`src/rtl/instruction_encoder_pkg.sv`:
```
// Shared RV32I definitions: instruction formats, field types, opcodes and
// immediate ranges. The instruction decoder imports the same package.
package definitions;

    typedef logic [31:0] t_data;
    typedef logic [4:0]  t_register_index;

    // Encodings 5..7 are not formats; the encoder drops requests carrying them.
    typedef enum logic [2:0] {
        FORMAT_OP_IMM = 3'd0,
        FORMAT_OP     = 3'd1,
        FORMAT_BRANCH = 3'd2,
        FORMAT_STORE  = 3'd3,
        FORMAT_JAL    = 3'd4
    } t_instr_format;

    localparam logic [6:0] OPCODE_OP_IMM = 7'b0010011;
    localparam logic [6:0] OPCODE_OP     = 7'b0110011;
    localparam logic [6:0] OPCODE_BRANCH = 7'b1100011;
    localparam logic [6:0] OPCODE_STORE  = 7'b0100011;
    localparam logic [6:0] OPCODE_JAL    = 7'b1101111;

    // Legal signed immediate ranges (byte offsets for B and J).
    localparam int IMM_I_MIN = -2048;
    localparam int IMM_I_MAX = 2047;
    localparam int IMM_B_MIN = -4096;
    localparam int IMM_B_MAX = 4094;
    localparam int IMM_J_MIN = -1048576;
    localparam int IMM_J_MAX = 1048574;

    // SLLI and SRLI/SRAI carry a 5-bit shift amount instead of a 12-bit immediate.
    function automatic logic is_shift_funct3(input logic [2:0] funct3);
        return (funct3 == 3'b001) || (funct3 == 3'b101);
    endfunction

endpackage

```
`src/rtl/instruction_encoder_if.sv`:
```
// Request/response bundle of the instruction encoder. The slave modport is
// the encoder itself; the master modport is the program generator side that
// issues requests and drains encoded words.
interface instruction_encoder_if #(
    parameter int ADDR_WIDTH = 8
);
    import definitions::*;

    // Request side
    logic            i_valid;
    logic            o_ready;
    t_instr_format   i_format;
    logic [2:0]      i_funct3;
    logic            i_arith;
    t_register_index i_destination_register;
    t_register_index i_source_register1;
    t_register_index i_source_register2;
    t_data           i_immediate;

    // Output side
    logic                  o_valid;
    logic                  i_ready;
    t_data                 o_instruction;
    logic [ADDR_WIDTH-1:0] o_address;
    logic                  o_error;

    modport slave (
        input  i_valid, i_format, i_funct3, i_arith,
               i_destination_register, i_source_register1, i_source_register2,
               i_immediate, i_ready,
        output o_ready, o_valid, o_instruction, o_address, o_error
    );

    modport master (
        output i_valid, i_format, i_funct3, i_arith,
               i_destination_register, i_source_register1, i_source_register2,
               i_immediate, i_ready,
        input  o_ready, o_valid, o_instruction, o_address, o_error
    );

endinterface

```
`src/rtl/encoder_word_fifo.sv`:
```
// Two-entry FIFO of {address, word}. Entries live in a head register and a
// second register so the output is always a flop, never a read mux.
// Flush empties the FIFO without clearing the stored data.
module encoder_word_fifo #(
    parameter int WIDTH = 40
) (
    input  logic             i_clk,
    input  logic             i_reset,
    input  logic             i_flush,
    input  logic             push,
    input  logic [WIDTH-1:0] push_data,
    input  logic             pop,
    output logic [WIDTH-1:0] head_data,
    output logic             full,
    output logic             empty
);

    logic [1:0]       count_q;
    logic [WIDTH-1:0] head_q;
    logic [WIDTH-1:0] second_q;
    logic             do_push;
    logic             do_pop;

    assign full      = (count_q == 2'd2);
    assign empty     = (count_q == 2'd0);
    assign head_data = head_q;
    assign do_push   = push && !full;
    assign do_pop    = pop && !empty;

    // Occupancy and entry storage; a pop and a push at occupancy 1 replace the head.
    always_ff @(posedge i_clk) begin
        if (i_reset) begin
            // NOTE: sequential state uses <= so every flop samples pre-edge values,
            // whatever the statement order.
            count_q  <= 2'd0;
            // NOTE: only two entries, and the head must read as zero after reset,
            // so the storage is reset; a deep RAM-backed FIFO would not be.
            head_q   <= '0;
            second_q <= '0;
        end else if (i_flush) begin
            count_q <= 2'd0;
        end else begin
            unique case ({do_push, do_pop})
                2'b10: begin
                    if (count_q == 2'd0) head_q <= push_data;
                    else                 second_q <= push_data;
                    count_q <= count_q + 2'd1;
                end
                2'b01: begin
                    if (count_q == 2'd2) head_q <= second_q;
                    count_q <= count_q - 2'd1;
                end
                2'b11: begin
                    // Push is only possible below full, so occupancy is 1 here.
                    head_q <= push_data;
                end
                default: ;
            endcase
        end
    end

endmodule

```
`src/rtl/instruction_encoder.sv`:
```
// Pipelined RV32I instruction encoder: packs field-level requests into 32-bit
// words, tags each with an auto-incrementing instruction-memory word address
// and drains them through a two-entry buffer.
// Optional feature macro: IMM_RANGE_CHECK_EN -- when defined, out-of-range
// immediates are dropped and flagged instead of being silently truncated.
module instruction_encoder
    import definitions::*;
#(
    parameter int ADDR_WIDTH = 8
) (
    input logic                  i_clk,
    input logic                  i_reset,
    input logic                  i_flush,
    instruction_encoder_if.slave bus
);

    localparam int ENTRY_WIDTH = ADDR_WIDTH + 32;

    logic [ADDR_WIDTH-1:0]  address_q;
    logic                   error_q;
    t_data                  packed_word;
    logic                   format_ok;
    logic                   imm_ok;
    logic                   accept;
    logic                   drop;
    logic                   push;
    logic                   pop;
    logic                   full;
    logic                   empty;
    logic [ENTRY_WIDTH-1:0] head_entry;

    // Pack the request fields into a machine word; unused fields stay zero.
    always_comb begin
        // NOTE: defaults first so every path assigns every output and no latch is inferred.
        packed_word = '0;
        format_ok   = 1'b1;
        case (bus.i_format)
            FORMAT_OP_IMM: begin
                if (is_shift_funct3(bus.i_funct3)) begin
                    packed_word = {1'b0, bus.i_arith, 5'b0, bus.i_immediate[4:0],
                                   bus.i_source_register1, bus.i_funct3,
                                   bus.i_destination_register, OPCODE_OP_IMM};
                end else begin
                    packed_word = {bus.i_immediate[11:0],
                                   bus.i_source_register1, bus.i_funct3,
                                   bus.i_destination_register, OPCODE_OP_IMM};
                end
            end
            FORMAT_OP: begin
                packed_word = {1'b0, bus.i_arith, 5'b0, bus.i_source_register2,
                               bus.i_source_register1, bus.i_funct3,
                               bus.i_destination_register, OPCODE_OP};
            end
            FORMAT_BRANCH: begin
                packed_word = {bus.i_immediate[12], bus.i_immediate[10:5],
                               bus.i_source_register2, bus.i_source_register1,
                               bus.i_funct3, bus.i_immediate[4:1],
                               bus.i_immediate[11], OPCODE_BRANCH};
            end
            FORMAT_STORE: begin
                packed_word = {bus.i_immediate[11:5], bus.i_source_register2,
                               bus.i_source_register1, bus.i_funct3,
                               bus.i_immediate[4:0], OPCODE_STORE};
            end
            FORMAT_JAL: begin
                packed_word = {bus.i_immediate[20], bus.i_immediate[10:1],
                               bus.i_immediate[11], bus.i_immediate[19:12],
                               bus.i_destination_register, OPCODE_JAL};
            end
            default: format_ok = 1'b0;
        endcase
    end

`ifdef IMM_RANGE_CHECK_EN
    // Reject immediates that do not fit the field of the requested format.
    always_comb begin
        imm_ok = 1'b1;
        case (bus.i_format)
            FORMAT_OP_IMM: begin
                if (is_shift_funct3(bus.i_funct3)) begin
                    imm_ok = (bus.i_immediate[31:5] == '0);
                end else begin
                    imm_ok = ($signed(bus.i_immediate) >= IMM_I_MIN) &&
                             ($signed(bus.i_immediate) <= IMM_I_MAX);
                end
            end
            FORMAT_STORE: begin
                imm_ok = ($signed(bus.i_immediate) >= IMM_I_MIN) &&
                         ($signed(bus.i_immediate) <= IMM_I_MAX);
            end
            FORMAT_BRANCH: begin
                imm_ok = ($signed(bus.i_immediate) >= IMM_B_MIN) &&
                         ($signed(bus.i_immediate) <= IMM_B_MAX) &&
                         !bus.i_immediate[0];
            end
            FORMAT_JAL: begin
                imm_ok = ($signed(bus.i_immediate) >= IMM_J_MIN) &&
                         ($signed(bus.i_immediate) <= IMM_J_MAX) &&
                         !bus.i_immediate[0];
            end
            default: imm_ok = 1'b1;
        endcase
    end
`else
    // Without range checking immediates are truncated; the upper bits never reach a field.
    logic unused_imm_bits;
    assign imm_ok          = 1'b1;
    assign unused_imm_bits = ^bus.i_immediate[31:21];
`endif

    // Handshake: o_ready depends only on buffer occupancy, never on i_ready.
    assign accept = bus.i_valid && !full && !i_flush && !i_reset;
    assign drop   = accept && !(format_ok && imm_ok);
    assign push   = accept && format_ok && imm_ok;
    assign pop    = !empty && bus.i_ready;

    // Address counter and sticky drop flag; reset and flush both restart from zero.
    always_ff @(posedge i_clk) begin
        if (i_reset || i_flush) begin
            address_q <= '0;
            error_q   <= 1'b0;
        end else begin
            if (push) address_q <= address_q + 1'b1;
            if (drop) error_q   <= 1'b1;
        end
    end

    encoder_word_fifo #(
        .WIDTH (ENTRY_WIDTH)
    ) u_fifo (
        .i_clk     (i_clk),
        .i_reset   (i_reset),
        .i_flush   (i_flush),
        .push      (push),
        .push_data ({address_q, packed_word}),
        .pop       (pop),
        .head_data (head_entry),
        .full      (full),
        .empty     (empty)
    );

    assign bus.o_ready       = !full;
    assign bus.o_valid       = !empty;
    assign bus.o_instruction = head_entry[31:0];
    assign bus.o_address     = head_entry[ENTRY_WIDTH-1:32];
    assign bus.o_error       = error_q;

endmodule

```
`src/flat_wrapper.sv`:
```
// flat-port wrapper written by rule: the top's interface ports become plain ports
module instruction_encoder_flat import definitions::*;
#(
    parameter int ADDR_WIDTH = 8
)
  (i_clk, i_reset, i_flush, bus_i_valid, bus_i_format, bus_i_funct3, bus_i_arith, bus_i_destination_register, bus_i_source_register1, bus_i_source_register2, bus_i_immediate, bus_i_ready, bus_o_ready, bus_o_valid, bus_o_instruction, bus_o_address, bus_o_error);
  instruction_encoder_if #(.ADDR_WIDTH(ADDR_WIDTH)) bus_i ();
  input logic i_clk;
  input logic i_reset;
  input logic i_flush;
  input wire logic [$bits(bus_i.i_valid)-1:0] bus_i_valid;
  input wire logic [$bits(bus_i.i_format)-1:0] bus_i_format;
  input wire logic [$bits(bus_i.i_funct3)-1:0] bus_i_funct3;
  input wire logic [$bits(bus_i.i_arith)-1:0] bus_i_arith;
  input wire logic [$bits(bus_i.i_destination_register)-1:0] bus_i_destination_register;
  input wire logic [$bits(bus_i.i_source_register1)-1:0] bus_i_source_register1;
  input wire logic [$bits(bus_i.i_source_register2)-1:0] bus_i_source_register2;
  input wire logic [$bits(bus_i.i_immediate)-1:0] bus_i_immediate;
  input wire logic [$bits(bus_i.i_ready)-1:0] bus_i_ready;
  output wire logic [$bits(bus_i.o_ready)-1:0] bus_o_ready;
  output wire logic [$bits(bus_i.o_valid)-1:0] bus_o_valid;
  output wire logic [$bits(bus_i.o_instruction)-1:0] bus_o_instruction;
  output wire logic [$bits(bus_i.o_address)-1:0] bus_o_address;
  output wire logic [$bits(bus_i.o_error)-1:0] bus_o_error;
  assign bus_i.i_valid = bus_i_valid;
  assign bus_i.i_format = bus_i_format;
  assign bus_i.i_funct3 = bus_i_funct3;
  assign bus_i.i_arith = bus_i_arith;
  assign bus_i.i_destination_register = bus_i_destination_register;
  assign bus_i.i_source_register1 = bus_i_source_register1;
  assign bus_i.i_source_register2 = bus_i_source_register2;
  assign bus_i.i_immediate = bus_i_immediate;
  assign bus_i.i_ready = bus_i_ready;
  assign bus_o_ready = bus_i.o_ready;
  assign bus_o_valid = bus_i.o_valid;
  assign bus_o_instruction = bus_i.o_instruction;
  assign bus_o_address = bus_i.o_address;
  assign bus_o_error = bus_i.o_error;
  instruction_encoder #(.ADDR_WIDTH(ADDR_WIDTH)) u_core (.i_clk(i_clk), .i_reset(i_reset), .i_flush(i_flush), .bus(bus_i));
endmodule
```
`config.mk`:
```
export PLATFORM = sky130hd
export DESIGN_NAME = instruction_encoder_flat
export DESIGN_NICKNAME = d
export VERILOG_FILES = /design/src/rtl/instruction_encoder_pkg.sv /design/src/rtl/instruction_encoder_if.sv /design/src/rtl/encoder_word_fifo.sv /design/src/rtl/instruction_encoder.sv /design/src/flat_wrapper.sv
export SDC_FILE = /design/constraint.sdc
export NUM_CORES = 1
export LEC_CHECK = 0
export ABC_AREA = 0
export BUFFER_PORTS_ARGS = -buffer_cell sky130_fd_sc_hd__buf_2
export CORE_MARGIN = 5
export CORE_UTILIZATION = 45
export DETAILED_ROUTE_END_ITERATION = 7
export PLACE_DENSITY = 0.68
export SLEW_MARGIN = 5
export SYNTH_ARGS = -nofsm -noshare
export SYNTH_HDL_FRONTEND = slang
export SYNTH_HIERARCHICAL = 1
export SYNTH_SLANG_ARGS = --single-unit
```
`constraint.sdc`:
```
create_clock -name i_clk -period 3.5 [get_ports i_clk]
set_input_delay 0.175 -clock i_clk [delete_from_list [all_inputs] [get_ports i_clk]]
set_output_delay 0.175 -clock i_clk [all_outputs]
set_load 0.01 [all_outputs]
```
==> key figures <==
Synthesis
  • Synthesized Nets: about 600
  • Fraction of synthesized cell area taken by the top area cell type: 36.63%
  • FFs w/ async S/R, synth: 0%
  • Top post-synthesis cells by count: sky130_fd_sc_hd__dfxtp_1, sky130_fd_sc_hd__nand3_1, sky130_fd_sc_hd__mux2i_1
  • Mean instance size in the synthesized netlist: 9.210 sq um
  • Distinct cell type count after synthesis: between 40 and 50
  • Count of flip-flops with a built-in enable after synthesis: 0
  • Primary FF master, synth: sky130_fd_sc_hd__dfxtp_1
  • Sequential area share after synthesis: 36.63%
  • Synth area leader: sky130_fd_sc_hd__dfxtp_1
  • Post-Synthesis Cells: 540
  • Cell types with the largest area share after synthesis: sky130_fd_sc_hd__dfxtp_1, sky130_fd_sc_hd__mux2i_1, sky130_fd_sc_hd__a211oi_2
  • Synth warn: 6
  • Most repeated cell in the gate-level netlist after synthesis: sky130_fd_sc_hd__dfxtp_1
  • Number of storage elements in the synthesis netlist: 91
  • Synthesized area: about 5000 sq um

Global routing
  • Initial antenna violation count: 0
  • Largest net degree at the start of global routing: slightly below 90
  • First-pass GRT wire length: between 20 and 25 mm
  • Overall fraction of global-route tracks in use: approximately a fifth
  • Total overflow reported by the global router: 0
  • Number of global-route vias before repair: 4288

Setup path
  • Crit path kind: reg2reg
  • Category of the worst setup path capture point: register
  • CP startpoint: u_core/u_fifo/count_q[0]
  • Cell family with the largest share of critical-path delay: simple AND/OR/NAND/NOR gates
  • Worst path buffer plus inverter count: 2
  • Sort of element at the start of the critical path: register
  • Required time reported for the critical path endpoint: 3770 ps
  • FF-to-FF Start: u_core/u_fifo/count_q[0]
  • Cell with the largest stage delay on the worst path: sky130_fd_sc_hd__or4b_4
  • Cell-by-cell trace of the critical path: nand2b_1, inv_1, or4b_4, nor2_1, nand2_1, ha_2, mux2i_4, buf_4, a211oi_1, a211oi_2
  • Maximum fanout count along the critical path: 21
  • Data arrival time of the worst path: 3500 ps
  • Worst path max stage delay: 600 ps

Placed design
  • Hpwl dp: 8.835 mm
  • Gpl congestion: 0.8459
  • Number of port buffers: 90
  • Number of instances in the placed design: 730

Timing
  • FMAX: 309.2 MHz
  • Actual transition at the worst max-transition pin: around 1100 ps
  • Number of hold violations in the final report: 0
  • Aggregate negative setup slack: 0 ps
  • Final count of negative-setup-slack endpoints: 0
  • Worst-case hold slack: 84.05 ps
  • Worst clock skew on the final layout: 12.10 ps
  • Max-slew violation total from the final report: 0
  • Period minus WS final: approximately 3200 ps
  • Final Cycle Share: 92.41%
  • Slew Limit Headroom: between 20 and 25%
  • RSZ-0062 raised after global routing: no

Final layout
  • Layout filler cell count: 1010
  • Layout Nets: 665
  • Area growth from synthesis to layout: 11.67%
  • Number of antenna diodes: 0
  • Number of non-filler instances in the completed layout: 747
  • Share of post-route cells with drive strength above 1: 29.00%

Routing
  • Wire length after detailed routing: about 14 mm
  • Via count: 4401
  • Residual antenna-violating net count after detailed routing: 0
  • Length of the first detailed-routing pass in iterations: 5
  • DRC violation total after the first TritonRoute iteration: between 300 and 400
  • Post-route DRC: 0
  • Vias per cell: 5.892
  • Wire per inst: ~18 microns

Floorplanning
  • Die Y: 115.1 microns
  • Die width: 115.1 microns
  • Initial core utilization: 45.88%
  • Total die area: roughly 13000 sq um
  • Area inside the core boundary: between 10000 and 15000 sq um
  • Number of I/O pins: between 100 and 150
  • Placement row count: 38

Clock tree
  • CTS tree: yes
  • Latest clock arrival within the worst-skew pair: 360 ps
  • Clock slew seen by the registers of the worst setup and hold paths: ~100 ps
  • Number of levels the H-tree was split into: 3
  • Buffer cell driving the clock tree root: sky130_fd_sc_hd__clkbuf_8
  • Sink Count: 91
  • Number of CTS-inserted buffers: 9
  • Resized Gates After CTS: 0
  • Clk buf depth: 2

Power
  • Max VDD drop: between 0.2 and 0.25 mV
  • Leakage: between 1.5 and 2 nW
  • Power density relative to cell area: 363.5 nW/um^2

Outcome
  • Result of the run: complete, no violations

Flow run
  • Count of max-cap constraint violations: 0

Worst hold path
  • Worst min-delay path class: in2reg
  • Worst hold path startpoint: bus_i_valid
-- final timing paths --
path              cells after the start  slack [ps]                           to
setup / recovery                     10         270  u_core/u_fifo/head_data[30]
hold / removal                        3          80           u_core/bus.o_error
setup reg to reg                     10         270  u_core/u_fifo/head_data[30]
hold reg to reg                       2         480           u_core/bus.o_error
-- worst reg2reg max path, cell delays in order (launching register included) --
cell and delay, ps:
sky130_fd_sc_hd__dfxtp_1 470, sky130_fd_sc_hd__nand2b_1 170, sky130_fd_sc_hd__inv_1 60, sky130_fd_sc_hd__or4b_4 600, sky130_fd_sc_hd__nor2_1 200, sky130_fd_sc_hd__nand2_1 140
sky130_fd_sc_hd__ha_2 270, sky130_fd_sc_hd__mux2i_4 470, sky130_fd_sc_hd__buf_4 390, sky130_fd_sc_hd__a211oi_1 160, sky130_fd_sc_hd__a211oi_2 220
-- per-stage QoR --
step	power [mW]	utilization (%)	setup WS [ps]	area, sq um
final	2.019	51.24	265.6	5554
after global routing	2.104	51.24	93.78	5554
after CTS	2.035	51.11	172.2	5540
after detailed placement	1.368	49.41	197.3	5356
after global placement	1.361	49.41	274.1	5356
after floorplan	1.274	-	729.4	4974
-- per-layer routing --
metal / part of all wire [%] / track usage [%]
met5: 0 / 0
met2: 45 / 33.18
met4: 1.4 / 5.086
met1: 46 / 27.16
met3: 7.5 / 4.000
-- flip-flops by register name, indices dropped and copies added, names as in the netlist --
register	cells
u_core/bus.o_error	1
u_core/address_q	8
u_core/u_fifo/second_q	40
u_core/u_fifo/count_q	2
u_core/u_fifo/head_data	40
-- power breakdown --
part	switching (mW)	internal [mW]	total (mW)
registers	0.0141	1.06	1.07
logic	0.168	0.106	0.274
clock network	0.391	0.283	0.673
-- timing repair --
item	in CTS	in global routing
buffers inserted	0	0
hold buffers	0	0
setup endpoints to repair	0	21
-- cell families after synthesis --
logic type / Yosys count / share of synthesized area (%)
multiplexers: 51 / 10.26
XOR/XNOR: 2 / 0.3523
AO/OA/AOI/OAI: 196 / 28.78
flip-flops: 91 / 36.63
adder cells (fa/ha/maj): 4 / 1.006
AND/OR/NAND/NOR: 116 / 12.75
buffers and inverters: 80 / 10.21
-- placed cells by master, fill, tap and decap left out, drive strengths merged, types with 2 or more instances in the layout --
cell | netlist | final
a211oi | 82 | 82
a21o | 2 | 2
a21oi | 45 | 45
and2 | 6 | 6
buf | 24 | 107
clkbuf | 25 | 10
clkinv | 0 | 2
clkinvlp | 0 | 2
dfxtp | 91 | 91
ha | 4 | 4
inv | 23 | 25
mux2i | 51 | 52
nand2 | 15 | 15
nand2b | 9 | 9
nand3 | 52 | 52
nand3b | 2 | 2
nor2 | 9 | 9
nor2b | 4 | 4
nor3 | 3 | 3
nor4 | 4 | 4
o21ai | 55 | 55
o22ai | 2 | 2
o31ai | 3 | 3
o32ai | 4 | 4
or2 | 2 | 2
or3 | 5 | 5
or4 | 2 | 2
xnor2 | 2 | 2
-- cell type report --
class,instances,area (sq um),share of cell area [%]
flip-flops and latches,91,1822,32.80
multi-input cells,370,2681,48.28
clock inverters,6,46.29,0.8335
inverters,23,86.33,1.554
repair buffers,107,605.6,10.90
clock buffers,10,137.6,2.478
well taps,140,175.2,3.154
Power figures use the tool's default switching activity.
